## config.mk

```make
export PLATFORM = sky130hd
export DESIGN_NAME = cic_interpolator
export DESIGN_NICKNAME = d
export VERILOG_FILES = /design/src/rtl/cic_interpolator.sv
export SDC_FILE = /design/constraint.sdc
export NUM_CORES = 1
export LEC_CHECK = 0
export CAP_MARGIN = 20
export CORE_MARGIN = 8
export CORE_UTILIZATION = 56
export DETAILED_ROUTE_END_ITERATION = 8
export MAX_ROUTING_LAYER = met4
export PLACE_DENSITY = 0.79
export SETUP_SLACK_MARGIN = 0.15
export SYNTH_ARGS = -nofsm -noshare
export SYNTH_HDL_FRONTEND = slang
export SYNTH_SLANG_ARGS = --single-unit
```

## constraint.sdc

```tcl
create_clock -name clk -period 4.25 [get_ports clk]
set_input_delay 1.275 -clock clk [delete_from_list [all_inputs] [get_ports clk]]
set_output_delay 1.275 -clock clk [all_outputs]
set_load 0.005 [all_outputs]
```

## src/rtl/cic_interpolator.sv

```systemverilog
// 2nd-order CIC interpolator: two low-rate combs, zero-stuffing, two clk-rate integrators.
// Optional output clamping is enabled by defining CIC_INTERP_SAT_EN; otherwise the output wraps.
module cic_interpolator #(
  parameter int R            = 6,
  parameter int INPUT_WIDTH  = 16,
  parameter int OUTPUT_WIDTH = 16,
  parameter int ACC_WIDTH    = 24,
  parameter int OUT_SHIFT    = 2
) (
  input  logic                           clk,
  input  logic                           rst_n,
  input  logic                           enabled,
  input  logic signed [INPUT_WIDTH-1:0]  data_in,
  input  logic                           data_in_valid,
  output logic                           sample_req,
  output logic signed [OUTPUT_WIDTH-1:0] data_out,
  output logic                           data_out_valid,
  output logic                           underrun
);

  localparam int PW = (R > 1) ? $clog2(R) : 1;
  localparam logic [PW-1:0] LAST_PHASE = PW'(R - 1);

  logic [PW-1:0]                  r_phase;
  logic [PW-1:0]                  w_phase_nxt;
  logic                           r_sample_req;
  logic                           r_underrun;
  logic                           r_dout_valid;
  logic signed [OUTPUT_WIDTH-1:0] r_dout;
  logic                           r_cap_d1;
  logic                           r_cap_d2;
  logic                           r_up_en;
  logic signed [ACC_WIDTH-1:0]    r_in;
  logic signed [ACC_WIDTH-1:0]    r_comb1_out;
  logic signed [ACC_WIDTH-1:0]    r_comb1_dly;
  logic signed [ACC_WIDTH-1:0]    r_comb2_out;
  logic signed [ACC_WIDTH-1:0]    r_comb2_dly;
  logic signed [ACC_WIDTH-1:0]    r_integ1;
  logic signed [ACC_WIDTH-1:0]    r_integ2;
  logic signed [ACC_WIDTH-1:0]    w_in_ext;
  logic signed [ACC_WIDTH-1:0]    w_up;
  logic signed [OUTPUT_WIDTH-1:0] w_narrow;

  assign w_phase_nxt = (r_phase == LAST_PHASE) ? '0 : r_phase + 1'b1;
  assign w_in_ext    = {{(ACC_WIDTH-INPUT_WIDTH){data_in[INPUT_WIDTH-1]}}, data_in};
  // Zero-stuffer: comb output enters the integrators for a single cycle per sample.
  assign w_up        = r_up_en ? r_comb2_out : '0;

`ifdef CIC_INTERP_SAT_EN
  localparam logic signed [ACC_WIDTH-1:0] SAT_MAX =
    ACC_WIDTH'((64'sd1 <<< (OUTPUT_WIDTH-1)) - 64'sd1);
  localparam logic signed [ACC_WIDTH-1:0] SAT_MIN = ~SAT_MAX;
  logic signed [ACC_WIDTH-1:0] w_shifted;
  assign w_shifted = r_integ2 >>> OUT_SHIFT;
  always_comb begin
    w_narrow = w_shifted[OUTPUT_WIDTH-1:0];
    if (w_shifted > SAT_MAX)      w_narrow = SAT_MAX[OUTPUT_WIDTH-1:0];
    else if (w_shifted < SAT_MIN) w_narrow = SAT_MIN[OUTPUT_WIDTH-1:0];
  end
`else
  assign w_narrow = OUTPUT_WIDTH'(r_integ2 >>> OUT_SHIFT);
`endif

  always_ff @(posedge clk or negedge rst_n) begin
    if (!rst_n) begin
      r_phase      <= '0;
      r_sample_req <= 1'b1;
      r_underrun   <= 1'b0;
      r_dout_valid <= 1'b0;
      r_dout       <= '0;
      r_cap_d1     <= 1'b0;
      r_cap_d2     <= 1'b0;
      r_up_en      <= 1'b0;
      r_in         <= '0;
      r_comb1_out  <= '0;
      r_comb1_dly  <= '0;
      r_comb2_out  <= '0;
      r_comb2_dly  <= '0;
      r_integ1     <= '0;
      r_integ2     <= '0;
    end else begin
      r_dout_valid <= enabled;
      if (enabled) begin
        r_phase      <= w_phase_nxt;
        r_sample_req <= (w_phase_nxt == '0);
        r_cap_d1     <= r_sample_req;
        r_cap_d2     <= r_cap_d1;
        r_up_en      <= r_cap_d2;
        if (r_sample_req) begin
          // A missing sample is replaced by zero and remembered until reset.
          r_in <= data_in_valid ? w_in_ext : '0;
          if (!data_in_valid) r_underrun <= 1'b1;
        end
        if (r_cap_d1) begin
          r_comb1_out <= r_in - r_comb1_dly;
          r_comb1_dly <= r_in;
        end
        if (r_cap_d2) begin
          r_comb2_out <= r_comb1_out - r_comb2_dly;
          r_comb2_dly <= r_comb1_out;
        end
        r_integ1 <= r_integ1 + w_up;
        r_integ2 <= r_integ2 + r_integ1;
        r_dout   <= w_narrow;
      end
    end
  end

  assign sample_req     = r_sample_req;
  assign data_out       = r_dout;
  assign data_out_valid = r_dout_valid;
  assign underrun       = r_underrun;

endmodule

```

==> key figures, run 1 <==
Detailed routing
  • Routed Antenna Nets: 0
  • Vias per cell: 5.53
  • Uppermost metal layer occupied by signal nets: met4
  • Wire length on met1: 7230 um
  • Number of optimization iterations in the first detailed-route pass: 5
  • Mean routed wirelength per cell: 14.1 um
  • Total DRC errors in the routed layout: 0
  • Routed wire length: 16100 um
  • Drt first-iter violations: 269
  • Met2 Routed Length: 8130 um
  • Total length of routed met3 wires: 519 um
  • Routed via count: 6322

Cells and area
  • Diodes inserted: 0
  • Layout net count: 1010
  • Synthesis-to-layout area growth: 13.8%
  • Area used by multi-input combinational logic: 4780 um^2
  • Storage cell area: 3680 um^2
  • Share of final-layout standard cells stronger than drive strength 1: 12.8%
  • Number of filler instances in the final layout: 1227
  • Post-Layout Inst Area: 9980 um^2

Pwr
  • Switching part of the total power: 38.9%
  • Share of total power in combinational logic: 53.5%
  • Sw power: 3.29 mW
  • Share of power burned in the clock network: 17.6%
  • Areal power density over the cells: 849 nW/um^2
  • Peak VDD IR: 0.464 mV
  • Internal Dissipation: 5.18 mW
  • Flop pwr share: 28.8%
  • Leakage power: 4.64 nW

Logic synthesis
  • Simple-gate portion of the synthesized area: 10.4%
  • Synth Flop Type: sky130_fd_sc_hd__dfrtp_1
  • Portion of the post-synthesis area used by sequential elements: 41.9%
  • Combinational family with the most area after synthesis: compound AO/OA/AOI/OAI gates
  • Top cells by area in the synthesized netlist: sky130_fd_sc_hd__dfrtp_1, sky130_fd_sc_hd__ha_1, sky130_fd_sc_hd__mux2_2
  • Mean instance size in the synthesized netlist: 9.97 um^2
  • Top post-synthesis cells by count: sky130_fd_sc_hd__dfrtp_1, sky130_fd_sc_hd__nand2_1, sky130_fd_sc_hd__mux2_2, sky130_fd_sc_hd__o21ai_0, sky130_fd_sc_hd__ha_1
  • Area share of the largest cell type after synthesis: 41.6%
  • Multiplexer area fraction after synthesis: 9.34%
  • Yosys warnings: 0
  • Post-Synth Adder-Cell Area: 10.5%
  • Most used standard cell by instance count after synthesis: sky130_fd_sc_hd__dfrtp_1
  • Post-synth EDFFs: 0
  • Flop and latch count out of synthesis: 147
  • Synthesized instance count: 880
  • Syn Nets: 971
  • XOR/XNOR share of the synthesized area: 4.99%
  • Largest area contributor in the netlist: sky130_fd_sc_hd__dfrtp_1
  • Share of flip-flops with an asynchronous set or reset after synthesis: 100%
  • Synth cell types: 60
  • Complex-gate fraction of the synthesized area: 19.2%
  • Syn Std Cell Area: 8770 um^2

Die
  • Cell row count: 45
  • Full die area: 19900 um^2
  • Total core area: 15300 um^2
  • Initial cell density of the core: 57.5%
  • Die boundary height: 141 um
  • Width of the die: 141 um
  • Top-level I/O count: 39

Setup path
  • Worst Reg2Reg Path Length in Cells: 11
  • Bufs and invs on worst path: 2
  • CP Max Fanout: 3
  • End of the worst register-to-register path: r_comb2_out[14]
  • Startpoint class of the critical path: flip-flop
  • Crit-path max cell delay: 0.58 ns
  • Data arrival at the endpoint of the critical path: 3.33 ns
  • Crit end category: flip-flop
  • Most Frequent Cell on Critical Path: sky130_fd_sc_hd__inv_1
  • Source of the worst register-to-register timing path: r_comb1_out[0]
  • Type of the worst setup path: flip-flop to flip-flop
  • Data required, critical path: 4.55 ns
  • Largest delay share family, worst path: compound AO/OA/AOI/OAI gates
  • Register-to-register setup slack: 1.22 ns
  • Standard cell with the maximum stage delay on the critical path: sky130_fd_sc_hd__a2111oi_0
  • Chain of cells forming the critical path: inv_1 -> ha_1 -> inv_1 -> fa_1 -> a21oi_1 -> o21ai_1 -> a2111oi_0 -> o21bai_1 -> a211oi_1 -> nor4_1 -> a211o_1

Status
  • Outcome: finished clean

Global routing
  • Antenna violations before repair: 0
  • GRT Total Usage: 17.8%
  • Overflow left after global routing: 0
  • Via count of the first global-routing pass: 6395
  • Maximum number of pins on one net before global-route repair: 114
  • Global-route wire length before repair: 28600 um

Timing
  • Final setup violation count: 0
  • Part of the cycle the worst path needs: 71.3%
  • Max frequency: 330 MHz
  • Setup TNS: 0 ns
  • Smallest setup slack after layout: 1.22 ns
  • Clock period minus final worst setup slack: 3.03 ns
  • Setup Skew: 0.00758 ns
  • Unrepaired setup endpoints after global routing: no
  • Remaining max-slew budget at the tightest pin: 35.8%
  • Final number of hold-violating endpoints: 0
  • Transition time at the pin with the least slew margin: 0.960 ns
  • Count of final max-slew check failures: 0

Placed design
  • HPWL after detailed placement: 11500 um
  • Placement Cell Area: 9370 um^2
  • Number of port buffers: 38
  • Weighted congestion at the end of routability-driven global placement: 0.911
  • Placement Setup Slack: 1.27 ns

Clocking
  • Number of levels the H-tree was split into: 4
  • Clock latency on the worst-skew pair: 0.42 ns
  • Resized cells post-CTS: 0
  • Quantity of hold-fixing buffers added after cts: 0
  • Clock Sink Count: 147
  • Post-CTS clock slew at the launch and capture registers of the worst setup and hold paths: 0.06 ns
  • Maximum root-to-sink buffer count: 2
  • TritonCTS buffer count: 17
  • TritonCTS clock tree: done
  • Number of buffers inserted by post-CTS setup repair: 0
  • Cell chosen for the clock root: sky130_fd_sc_hd__clkbuf_16

Min path
  • Hold worst-path end: r_comb2_out[10]
  • Startpoint of the worst hold path: r_comb2_out[10]
  • Type of the worst min-delay path: flip-flop to flip-flop
  • Worst hold path stage count: 2

Run
  • Number of max-cap violations: 0
[cells by family (layout without fill, tap and decap cells)]
logic type | count (synthesis) | in the layout
buffers and inverters | 84 | 136
muxes | 73 | 73
and+or+nand+nor | 199 | 199
adders and majority gates | 71 | 71
AOI/OAI and AO/OA | 256 | 256
xor gates and xnor gates | 50 | 50
DFF | 147 | 147
[layout make-up]
cell class / count / share of cell area [%]
Clock inverter: 6 / 1.05
Tap cell: 211 / 2.64
Sequential cell: 147 / 36.9
Timing Repair Buffer: 47 / 4.65
Inverter: 57 / 2.14
Clock buffer: 26 / 4.80
Multi-Input combinational cell: 649 / 47.9
[registers in the layout, indices dropped and copies added (netlist names)]
signal and flops:
r_comb1_out 18, r_comb2_dly 18, r_comb2_out 18, r_integ1 18
r_integ2 18, data_out 16, r_comb1_dly 16, r_in 16
r_phase 3, data_out_valid 1, r_cap_d1 1, r_cap_d2 1
r_up_en 1, sample_req 1, underrun 1
[metal layers]
layer	vias up	global-route usage [%]
li1	3232	-
met1	2979	20.1
met2	91	30.9
met3	20	3.65
met4	0	6.11
met5	-	-
[worst max path at each step]
stage,cells after the start,end,startpoint
detailed placement,11,r_comb2_out[14],r_comb1_out[0]
finish,11,r_comb2_out[14],r_comb1_out[0]
global route,11,r_comb2_out[14],r_comb1_out[0]
global placement,11,r_comb2_out[14],r_comb1_out[0]
floorplan,5,r_comb2_dly[10],enabled
CTS,11,r_comb2_out[14],r_comb1_out[0]
[per-stage QoR]
step	hold slack, ns	std cells	utilization (%)	power, mW
finish	0.470	1143	65.4	8.47
global route	0.487	1143	65.4	9.26
CTS	0.476	1142	65.2	8.53
detailed placement	0.463	1110	61.4	6.97
global placement	0.455	1110	61.4	6.85
floorplan	0.436	880	-	5.96
[worst reg2reg max path: cells and delay by family (launching register included)]
kind | cells | cell delay (ns)
DFF | 1 | 0.37
and+or+nand+nor | 1 | 0.11
buffers and inverters | 2 | 0.12
AOI/OAI and AO/OA | 6 | 1.74
adders and majority gates | 2 | 0.55
[placed cells by master (no fill, tap or decap), types with 4 or more instances in the layout]
master / instances
sky130_fd_sc_hd__nand3_1: 10
sky130_fd_sc_hd__o21ai_0: 70
sky130_fd_sc_hd__buf_4: 8
sky130_fd_sc_hd__o21a_1: 16
sky130_fd_sc_hd__o21bai_1: 9
sky130_fd_sc_hd__clkbuf_16: 17
sky130_fd_sc_hd__a211o_1: 4
sky130_fd_sc_hd__nor2b_1: 8
sky130_fd_sc_hd__a211oi_1: 15
sky130_fd_sc_hd__o31ai_1: 12
sky130_fd_sc_hd__nor3_1: 6
sky130_fd_sc_hd__nand2_1: 95
sky130_fd_sc_hd__nor2_1: 35
sky130_fd_sc_hd__mux2_2: 71
sky130_fd_sc_hd__clkbuf_1: 7
sky130_fd_sc_hd__a2111oi_0: 5
sky130_fd_sc_hd__and2_1: 16
sky130_fd_sc_hd__inv_1: 56
sky130_fd_sc_hd__o21ai_1: 9
sky130_fd_sc_hd__and3_1: 5
sky130_fd_sc_hd__a41oi_1: 4
sky130_fd_sc_hd__o211ai_1: 4
sky130_fd_sc_hd__a21oi_1: 46
sky130_fd_sc_hd__fa_1: 4
sky130_fd_sc_hd__dfrtp_1: 146
sky130_fd_sc_hd__xor2_1: 17
sky130_fd_sc_hd__clkdlybuf4s50_1: 36
sky130_fd_sc_hd__ha_1: 67
sky130_fd_sc_hd__xnor2_1: 33
sky130_fd_sc_hd__nand2b_1: 8
sky130_fd_sc_hd__a21o_1: 26
sky130_fd_sc_hd__o31a_1: 5
sky130_fd_sc_hd__o2bb2ai_1: 4
[power groups by stage]
stage	Combinational, mW	Clock, mW	Sequential (mW)
6_report	4.54	1.49	2.44
5_1_grt	5.13	1.59	2.54
4_1_cts	4.55	1.53	2.45
3_5_place_dp	4.51	0	2.46
3_3_place_gp	4.42	0	2.43
2_1_floorplan	3.62	0	2.34
No activity file was read; power rests on OpenSTA's default activity.
==> run 2: changes to the inputs <==
- clock period: 4.25 -> 2.81 ns (I/O delays scaled with it)
==> run 2 against run 1 <==
Die area is the same. Clock power grew 62%. Combinational power grew 70%.
==> key figures, run 2 (synthesis results as in run 1) <==
Clocking
  • Post-CTS clock slew at the launch and capture registers of the worst setup and hold paths: 0.06 ns
  • Clock latency on the worst-skew pair: 0.42 ns
  • Cell chosen for the clock root: sky130_fd_sc_hd__clkbuf_16
  • TritonCTS clock tree: done
  • Number of levels the H-tree was split into: 4
  • Maximum root-to-sink buffer count: 2
  • Clock Sink Count: 147
  • TritonCTS buffer count: 17

Die
  • Cell row count: 45
  • Full die area: 19900 um^2
  • Top-level I/O count: 39
  • Total core area: 15300 um^2
  • Width of the die: 141 um
  • Initial cell density of the core: 57.5%
  • Die boundary height: 141 um

Detailed routing
  • Number of optimization iterations in the first detailed-route pass: 6
  • Total DRC errors in the routed layout: 0
  • Routed via count: 6517
  • Routed Antenna Nets: 0
  • Mean routed wirelength per cell: 14.5 um
  • Vias per cell: 5.56
  • Drt first-iter violations: 233
  • Routed wire length: 17000 um

Global routing
  • Antenna violations before repair: 0
  • Via count of the first global-routing pass: 6721
  • GRT Total Usage: 18.4%
  • Overflow left after global routing: 0
  • Maximum number of pins on one net before global-route repair: 56
  • Global-route wire length before repair: 29600 um

Timing
  • Transition time at the pin with the least slew margin: 0.568 ns
  • Final setup violation count: 0
  • Final number of hold-violating endpoints: 0
  • Part of the cycle the worst path needs: 92.5%
  • Max frequency: 385 MHz
  • Setup Skew: 0.00630 ns
  • Unrepaired setup endpoints after global routing: yes
  • Worst Hold Slack: 0.381 ns
  • Setup TNS: 0 ns
  • Remaining max-slew budget at the tightest pin: 62.0%
  • Count of final max-slew check failures: 0
  • Clock period minus final worst setup slack: 2.60 ns

Setup path
  • CP Max Fanout: 8
  • Crit end category: flip-flop
  • Data required, critical path: 3.11 ns
  • Startpoint class of the critical path: flip-flop
  • Type of the worst setup path: flip-flop to flip-flop
  • Critical Path Start: r_up_en
  • End of the worst register-to-register path: r_integ1[16]
  • Worst Reg2Reg Path Length in Cells: 11
  • Data arrival at the endpoint of the critical path: 2.90 ns
  • Register-to-register setup slack: 0.21 ns
  • Source of the worst register-to-register timing path: r_up_en
  • End point of the critical path: r_integ1[16]

Placed design
  • Number of port buffers: 38
  • Weighted congestion at the end of routability-driven global placement: 0.909
  • HPWL after detailed placement: 12300 um

Min path
  • Type of the worst min-delay path: primary input to async pin

Status
  • Outcome: finished clean

Pwr
  • Switching part of the total power: 38.8%
  • Leakage power: 4.84 nW
  • Share of power burned in the clock network: 17.5%
  • Internal Dissipation: 8.48 mW
  • Peak VDD IR: 0.797 mV
  • Flop pwr share: 26.7%
  • Sw power: 5.38 mW
  • Areal power density over the cells: 1320 nW/um^2
  • Share of total power in combinational logic: 55.8%

Cells and area
  • Share of final-layout standard cells stronger than drive strength 1: 19.4%
  • Synthesis-to-layout area growth: 19.5%
  • Most common cell after layout, fill and taps aside: sky130_fd_sc_hd__dfrtp_1
  • Diodes inserted: 0
  • Layout net count: 1039
  • Leading cell types in the layout, fill and taps excluded: sky130_fd_sc_hd__dfrtp_1, sky130_fd_sc_hd__nand2_1, sky130_fd_sc_hd__mux2_2

Run
  • Number of max-cap violations: 0
-- run 2: cell count changes in the layout (fill, tap and decap cells not counted), sizes merged --
cell / before / now
clkinv: 4 / 5
inv: 56 / 57
buf: 11 / 40
clkbuf: 26 / 23
bufinv: 3 / 4
-- run 2: how the worst min path moves through the flow --
stage / endpoint / slack [ns] / cells after the start
floorplan: r_integ2[17] / 0.44 / 1
global placement: r_comb2_out[8] / 0.45 / 2
detailed placement: r_integ2[17] / 0.46 / 1
CTS: data_out[0] / 0.39 / 1
global route: r_integ2[2] / 0.41 / 1
finish: data_out[0] / 0.38 / 1
-- run 2: per-stage QoR --
stage | std cells | power, mW | worst slack [ns] | util (%) | area (um^2)
2_1_floorplan | 880 | 9.01 | 0.195 | - | 8770
3_3_place_gp | 1130 | 10.7 | 0.0644 | 62.6 | 9560
3_5_place_dp | 1130 | 10.8 | 0.00912 | 62.6 | 9560
4_1_cts | 1164 | 13.5 | 0.0561 | 67.2 | 10200
5_1_grt | 1172 | 15.0 | 0.0446 | 68.7 | 10500
6_report | 1172 | 13.9 | 0.212 | 68.7 | 10500
-- run 2: layer usage --
metal / global-route usage, % / routed length [um] / up-vias
li1: - / - / 3299
met1: 20.0 / 7560 / 3120
met2: 32.7 / 8700 / 77
met3: 4.29 / 468 / 21
met4: 5.60 / 230 / 0
met5: - / 0 / -
-- run 2: final cells by class --
cell class              count  area, um^2
clock buffers              23         488
clock inverters             9         149
fillers                  1173        4770
inverters                  57         214
multi-input cells         649        4990
flip-flops and latches    147        3680
well taps                 211         264
repair buffers             76         699
-- run 2: worst max-delay path, stage by stage (launching register included) --
cell and delay, ns:
sky130_fd_sc_hd__dfrtp_2 0.44, sky130_fd_sc_hd__and2_1 0.15, sky130_fd_sc_hd__ha_2 0.18, sky130_fd_sc_hd__inv_2 0.06, sky130_fd_sc_hd__fa_2 0.20, sky130_fd_sc_hd__nor2b_1 0.05, sky130_fd_sc_hd__o31a_1 0.27, sky130_fd_sc_hd__o31a_1 0.28
sky130_fd_sc_hd__o21a_1 0.23, sky130_fd_sc_hd__a221oi_2 0.28, sky130_fd_sc_hd__xnor2_1 0.09, sky130_fd_sc_hd__mux2_2 0.26
-- run 2: what timing repair did --
action | CTS | global route
hold buffers | 0 | 0
resized for setup | 8 | 34
pin swaps | 3 | 13
setup buffers | 2 | 8
setup endpoints to repair | 5 | 21
cloned | 0 | 0
-- run 2: power groups by stage --
stage               registers (mW)  logic, mW  clock network (mW)
finish                        3.70       7.74                2.42
global route                  3.83       8.59                2.56
CTS                           3.69       7.29                2.47
detailed placement            3.71       7.14                   0
global placement              3.65       7.00                   0
floorplan                     3.54       5.47                   0
==> run 3: changes to the inputs <==
- CAP_MARGIN: 20 -> 15
==> results of run 3 <==
No change in the layout: final DEF, timing and power equal those of run 2.
